**config.mk**
```make
export PLATFORM = sky130hd
export DESIGN_NAME = priority_code_decoder
export DESIGN_NICKNAME = d
export VERILOG_FILES = /design/src/rtl/priority_code_pkg.sv /design/src/rtl/priority_code_decoder_onehot.sv /design/src/rtl/priority_code_decoder.sv
export SDC_FILE = /design/constraint.sdc
export NUM_CORES = 1
export LEC_CHECK = 0
export ABC_AREA = 1
export BUFFER_PORTS_ARGS = -buffer_cell sky130_fd_sc_hd__buf_4
export CELL_PAD_IN_SITES_DETAIL_PLACEMENT = 0
export CELL_PAD_IN_SITES_GLOBAL_PLACEMENT = 1
export CORE_ASPECT_RATIO = 0.75
export CORE_MARGIN = 2
export CORE_UTILIZATION = 35
export DETAILED_ROUTE_END_ITERATION = 10
export PLACE_DENSITY = 0.83
export SLEW_MARGIN = 10
export SYNTH_ARGS = -nofsm -noshare
export SYNTH_HDL_FRONTEND = slang
export SYNTH_SLANG_ARGS = --single-unit
```
**constraint.sdc**
```tcl
create_clock -name CLK -period 1.55 [get_ports CLK]
set_input_delay 0.155 -clock CLK [delete_from_list [all_inputs] [get_ports CLK]]
set_output_delay 0.155 -clock CLK [all_outputs]
set_load 0.05 [all_outputs]
```
**src/rtl/priority_code_pkg.sv**
```systemverilog
// Shared definitions for the priority-code receive path.
//   - state_t  : decoder control states
//   - CODE_W   : width of the active-low encoder code
//   - OUT_W    : width of the active-low one-hot output
//   - OUT_IDLE : output pattern when no line is asserted
package priority_code_pkg;

  localparam int CODE_W = 3;
  localparam int OUT_W  = 8;
  localparam logic [OUT_W-1:0] OUT_IDLE = 8'hFF;

  typedef enum logic [1:0] {
    IDLE    = 2'd0,
    QUAL    = 2'd1,
    HOLD    = 2'd2,
    WAITREL = 2'd3
  } state_t;

  // Larger of two integers, used for sizing counters at elaboration.
  function automatic int max2(input int a, input int b);
    return (a > b) ? a : b;
  endfunction

endpackage

```
**src/rtl/priority_code_decoder_onehot.sv**
```systemverilog
// Purely combinational 3-to-8 decoder with active-low output.
// Ports:
//   i_idx       : channel index (0..7)
//   o_onehot_n  : all ones except a zero at bit i_idx
module code_to_onehot_n
  import priority_code_pkg::*;
(
  input  logic [CODE_W-1:0] i_idx,
  output logic [OUT_W-1:0]  o_onehot_n
);

  always_comb begin
    o_onehot_n        = OUT_IDLE;
    o_onehot_n[i_idx] = 1'b0;
  end

endmodule

```
**src/rtl/priority_code_decoder.sv**
```systemverilog
// Receive side of an 8-to-3 priority-encoder link. A request (EN low and
// GS low) is qualified by requiring STABLE_CYCLES consecutive identical
// code samples, then one active-low line is driven for HOLD_CYCLES clocks.
// Afterwards the request must be withdrawn before another can fire.
// Ports:
//   CLK     : clock, all state on rising edge
//   RST     : synchronous reset, active-high
//   EN      : active-low enable; high forces idle / aborts a pulse
//   GS      : active-low group select; low means a request is present
//   CodeIn  : active-low code, channel index = ~CodeIn
//   DataOut : active-low one-hot output, 8'hFF when inactive
//   Valid   : high while DataOut carries a decoded line
//   Busy    : high in every state except IDLE
module priority_code_decoder
  import priority_code_pkg::*;
#(
  parameter int STABLE_CYCLES = 2,
  parameter int HOLD_CYCLES   = 4
) (
  input  logic              CLK,
  input  logic              RST,
  input  logic              EN,
  input  logic              GS,
  input  logic [CODE_W-1:0] CodeIn,
  output logic [OUT_W-1:0]  DataOut,
  output logic              Valid,
  output logic              Busy
);

  // Counters only ever hold values below max(STABLE, HOLD); the extra bit
  // keeps the width legal when both parameters are 1.
  localparam int CNT_W = $clog2(max2(STABLE_CYCLES, HOLD_CYCLES)) + 1;
  localparam logic [CNT_W-1:0] QUAL_LAST = CNT_W'(STABLE_CYCLES - 1);
  localparam logic [CNT_W-1:0] HOLD_LOAD = CNT_W'(HOLD_CYCLES - 1);
  localparam logic [CNT_W-1:0] CNT_ONE   = CNT_W'(1);
  localparam logic [CNT_W-1:0] CNT_ZERO  = '0;

  state_t              r_state;
  state_t              w_state_nxt;
  logic [CNT_W-1:0]    r_qcnt;
  logic [CNT_W-1:0]    w_qcnt_nxt;
  logic [CNT_W-1:0]    r_hcnt;
  logic [CNT_W-1:0]    w_hcnt_nxt;
  logic [CODE_W-1:0]   r_cand;
  logic [CODE_W-1:0]   w_cand_nxt;
  logic [CODE_W-1:0]   r_idx;
  logic [CODE_W-1:0]   w_idx_nxt;
  logic                w_req;
  logic [OUT_W-1:0]    w_onehot_n;

  assign w_req = ~EN & ~GS;

  // ---- next-state / counter logic ----
  always_comb begin
    w_state_nxt = r_state;
    w_qcnt_nxt  = r_qcnt;
    w_hcnt_nxt  = r_hcnt;
    w_cand_nxt  = r_cand;
    w_idx_nxt   = r_idx;

    unique case (r_state)
      IDLE: begin
        if (w_req) begin
          w_cand_nxt = CodeIn;
          if (STABLE_CYCLES == 1) begin
            w_state_nxt = HOLD;
            w_idx_nxt   = ~CodeIn;
            w_hcnt_nxt  = HOLD_LOAD;
          end else begin
            w_state_nxt = QUAL;
            w_qcnt_nxt  = CNT_ONE;
          end
        end
      end

      QUAL: begin
        if (!w_req) begin
          w_state_nxt = IDLE;
        end else if (CodeIn != r_cand) begin
          // A code change restarts qualification, even on the edge that
          // would otherwise have fired.
          w_cand_nxt = CodeIn;
          w_qcnt_nxt = CNT_ONE;
        end else if (r_qcnt == QUAL_LAST) begin
          w_state_nxt = HOLD;
          w_idx_nxt   = ~r_cand;
          w_hcnt_nxt  = HOLD_LOAD;
        end else begin
          w_qcnt_nxt = r_qcnt + CNT_ONE;
        end
      end

      HOLD: begin
        // GS/CodeIn are deliberately ignored here; only EN can cut the pulse.
        if (EN) begin
          w_state_nxt = IDLE;
        end else if (r_hcnt == CNT_ZERO) begin
          w_state_nxt = WAITREL;
        end else begin
          w_hcnt_nxt = r_hcnt - CNT_ONE;
        end
      end

      WAITREL: begin
        if (GS || EN) begin
          w_state_nxt = IDLE;
        end
      end

      default: begin
        w_state_nxt = IDLE;
      end
    endcase
  end

  // ---- state registers ----
  always_ff @(posedge CLK) begin
    if (RST) begin
      r_state <= IDLE;
      r_qcnt  <= '0;
      r_hcnt  <= '0;
      r_cand  <= '0;
      r_idx   <= '0;
    end else begin
      r_state <= w_state_nxt;
      r_qcnt  <= w_qcnt_nxt;
      r_hcnt  <= w_hcnt_nxt;
      r_cand  <= w_cand_nxt;
      r_idx   <= w_idx_nxt;
    end
  end

  // ---- output decode (registers only) ----
  code_to_onehot_n u_onehot (
    .i_idx      (r_idx),
    .o_onehot_n (w_onehot_n)
  );

  assign Valid   = (r_state == HOLD);
  assign Busy    = (r_state != IDLE);
  assign DataOut = Valid ? w_onehot_n : OUT_IDLE;

endmodule
```
==> reports/qor.csv <==
metric;value;unit
outcome;finished, final reports clean;
clock_tree.buffer_depth;2;
cts_made_buffers;3;
grt_first_pass_wirelength;3090;um
worst_hold_slack;0.0665;ns
power.sequential.fraction;0.370;
die_x;62.7;um
final.setup_skew;0.00482;ns
p_switching;0.461;mW
pin_count;17;
syn_inst;143;
post_drt_wl_per_cell;9.30;um
count_of_standard_cell_rows;15;
dr.pass1.iters;4;
grt_antenna_before_repair;0;
power.density_cell_area;1020;nW/um^2
design.core.area;2360;sq um
worstPathRequired;1.39;ns
yosys.cell_types.count;21;
hold_path_class;in2reg;
clk_root_buffer_cell;clkbuf_4;
synth_seq_area_share;0.310;
timing.final.hold_violations;0;
total_power_consumption;1.15;mW
synth.net_count;154;
grt_start_max_net_pins;12;
maxCapViolations;0;
area_growth;24.3;%
via_per_inst;4.45;
clkLatencyLatePin;0.28;ns
timing.critical_path.to_type;primary output;
die-area;3010;sq um
gpl.final_weighted_congestion;0.780;
period_needed;1.46;ns
grt-busiest-layer;met2;
placed_cell_count;192;
groute.usage.overall;0.137;
worst_setup_path_start_kind;flop;
grt_util_met3;0.0518;
worstPathArrival;1.31;ns
layoutNonFillerInstCount;197;
final.fill_count;279;
diodes;0;
timing.final.crit_share;0.944;
layout.cell_area.non_filler;1120;sq um
leakagePower;0.514;nW
worstPathMaxFanout;5;
place_hpwl;1520;um
grtUsageMet1;0.167;
grt_overflow_total;0;
final_max_slew_viols;0;
path_clk_slew;0.09;ns
detail_route.drc_violations;0;
cts.sink_count;14;
pwr-share-comb;0.400;
worstMarginPinSlew;0.320;ns
postPlaceCellArea;1060;sq um
synthesis.area;905;sq um
via_count;877;
critPathKind;reg2out;
route.antenna.remaining_nets;0;
post_synth.cell_area_avg;6.33;sq um
finalCoreUtilization;0.476;
initial_cell_density_of_the_core;0.383;
maxClockFrequency;683;MHz
vdd_ir_drop_max;0.000364;V
timing.slew.headroom;0.786;
synth_seq_cells;14;
part_of_the_total_power_dissipated_in_the_clock_network;0.231;
cts.htree.levels;1;
fp.dieH;48.0;um
report.final.setup_viol;0;
drive_above_1_share;0.258;
cts_tree;yes;
internal_power;0.690;mW
initialDrtViolationCount;35;
buffer_ports.inserted;16;
final_nets;175;
power_switching_share;0.401;
yosysWarningCount;0;
grt_use_met2;0.237;
wl;1830;um
via_count_of_the_first_global_routing_pass;745;
[synthesized netlist by cell type]
master | number | area, sq um
a21oi_1 | 5 | 25.0
buf_4 | 1 | 7.51
dfxtp_1 | 14 | 280
ha_1 | 4 | 50.1
inv_1 | 21 | 78.8
inv_2 | 4 | 15.0
nand2_1 | 36 | 135
nand2_2 | 3 | 18.8
nand3_1 | 2 | 10.0
nand3_2 | 2 | 20.0
nand3b_1 | 1 | 7.51
nand4_1 | 2 | 12.5
nor2_1 | 26 | 97.6
nor2_2 | 5 | 31.3
nor2_4 | 2 | 22.5
nor3_1 | 2 | 10.0
o211ai_1 | 1 | 7.51
o21ai_0 | 4 | 20.0
o21ai_1 | 6 | 30.0
xnor2_1 | 1 | 8.76
xnor2_2 | 1 | 16.3
[cell families (layout without fill, tap and decap cells)]
| family | after synthesis | after routing | share of synthesized area |
|---|---|---|---|
| AOI/OAI and AO/OA | 16 | 16 | 0.0913 |
| xor gates and xnor gates | 2 | 2 | 0.0277 |
| adders and majority gates | 4 | 4 | 0.0553 |
| buffers and inverters | 26 | 46 | 0.112 |
| DFF | 14 | 14 | 0.310 |
| and+or+nand+nor | 81 | 81 | 0.404 |
[layout by cell type, fill, tap and decap left out]
cell and n:
dfxtp_2 1, nand2_1 36, clkbuf_8 1, o21ai_0 4, buf_4 17, inv_1 20
clkbuf_4 3, nand3_1 2, nor2_4 5, nor2_2 4, o211ai_1 1, nand3b_1 1
nand2_2 3, ha_1 4, inv_2 5, xnor2_2 1, o21ai_1 6, xnor2_1 1
nor2_1 24, nand3_2 2, nor3_1 2, nand4_1 2, dfxtp_1 13, a21oi_1 5
[critical path: stages (launching register included)]
cell and delay (ns):
dfxtp_2 0.36, inv_2 0.07, nor2_4 0.13, inv_2 0.09
nor2_4 0.12, nand2_1 0.07, buf_4 0.19
[per-stage QoR]
stage          setup TNS, ns  setup WS, ns
5_1_grt             -0.00580      -0.00359
3_3_place_gp               0         0.223
2_1_floorplan              0        0.0297
6_report                   0        0.0868
3_5_place_dp               0         0.217
4_1_cts                    0       0.00287
[power by group through the flow]
stage	Clock, mW	Sequential (mW)	Combinational (mW)
2_1_floorplan	0	0.428	0.341
3_3_place_gp	0	0.434	0.434
3_5_place_dp	0	0.434	0.438
4_1_cts	0.281	0.427	0.443
5_1_grt	0.300	0.432	0.507
6_report	0.266	0.425	0.460
[flip-flops by register name, indices dropped and copies added (netlist names)]
| name | cells |
|---|---|
| r_hcnt | 3 |
| r_cand | 3 |
| r_idx | 3 |
| r_state | 2 |
| r_qcnt | 3 |
[layer usage]
metal,vias up,routed length (um),part of all wire
li1,481,-,-
met5,-,0,0
met1,376,911,0.50
met4,0,0,0
met3,0,109,0.059
met2,20,812,0.44
[path summary, 6_finish.rpt]
path / cells after the start / to / start / slack, ns
worst max-delay path: 6 / DataOut[3] / r_state[1] / 0.09
worst min-delay path: 2 / r_hcnt[2] / RST / 0.07
worst max register to register: 5 / r_idx[1] / r_state[0] / 0.21
worst min register to register: 2 / r_hcnt[2] / r_hcnt[2] / 0.51
[timing repair]
| action | CTS | global route |
|---|---|---|
| resized for setup | 3 | 3 |
| endpoints found under the setup margin | 8 | 8 |
| setup buffers | 0 | 1 |
| hold buffers | 0 | 0 |
| pin swaps | 0 | 0 |
[final cells by class]
type | instances | area (sq um) | share of cell area
repair buffers | 17 | 128 | 0.113
inverters | 25 | 93.8 | 0.0834
clock buffers | 4 | 36.3 | 0.0323
multi-input cells | 103 | 543 | 0.483
flip-flops and latches | 14 | 282 | 0.250
well taps | 34 | 42.5 | 0.0378
No activity file was read; power rests on OpenSTA's default activity.
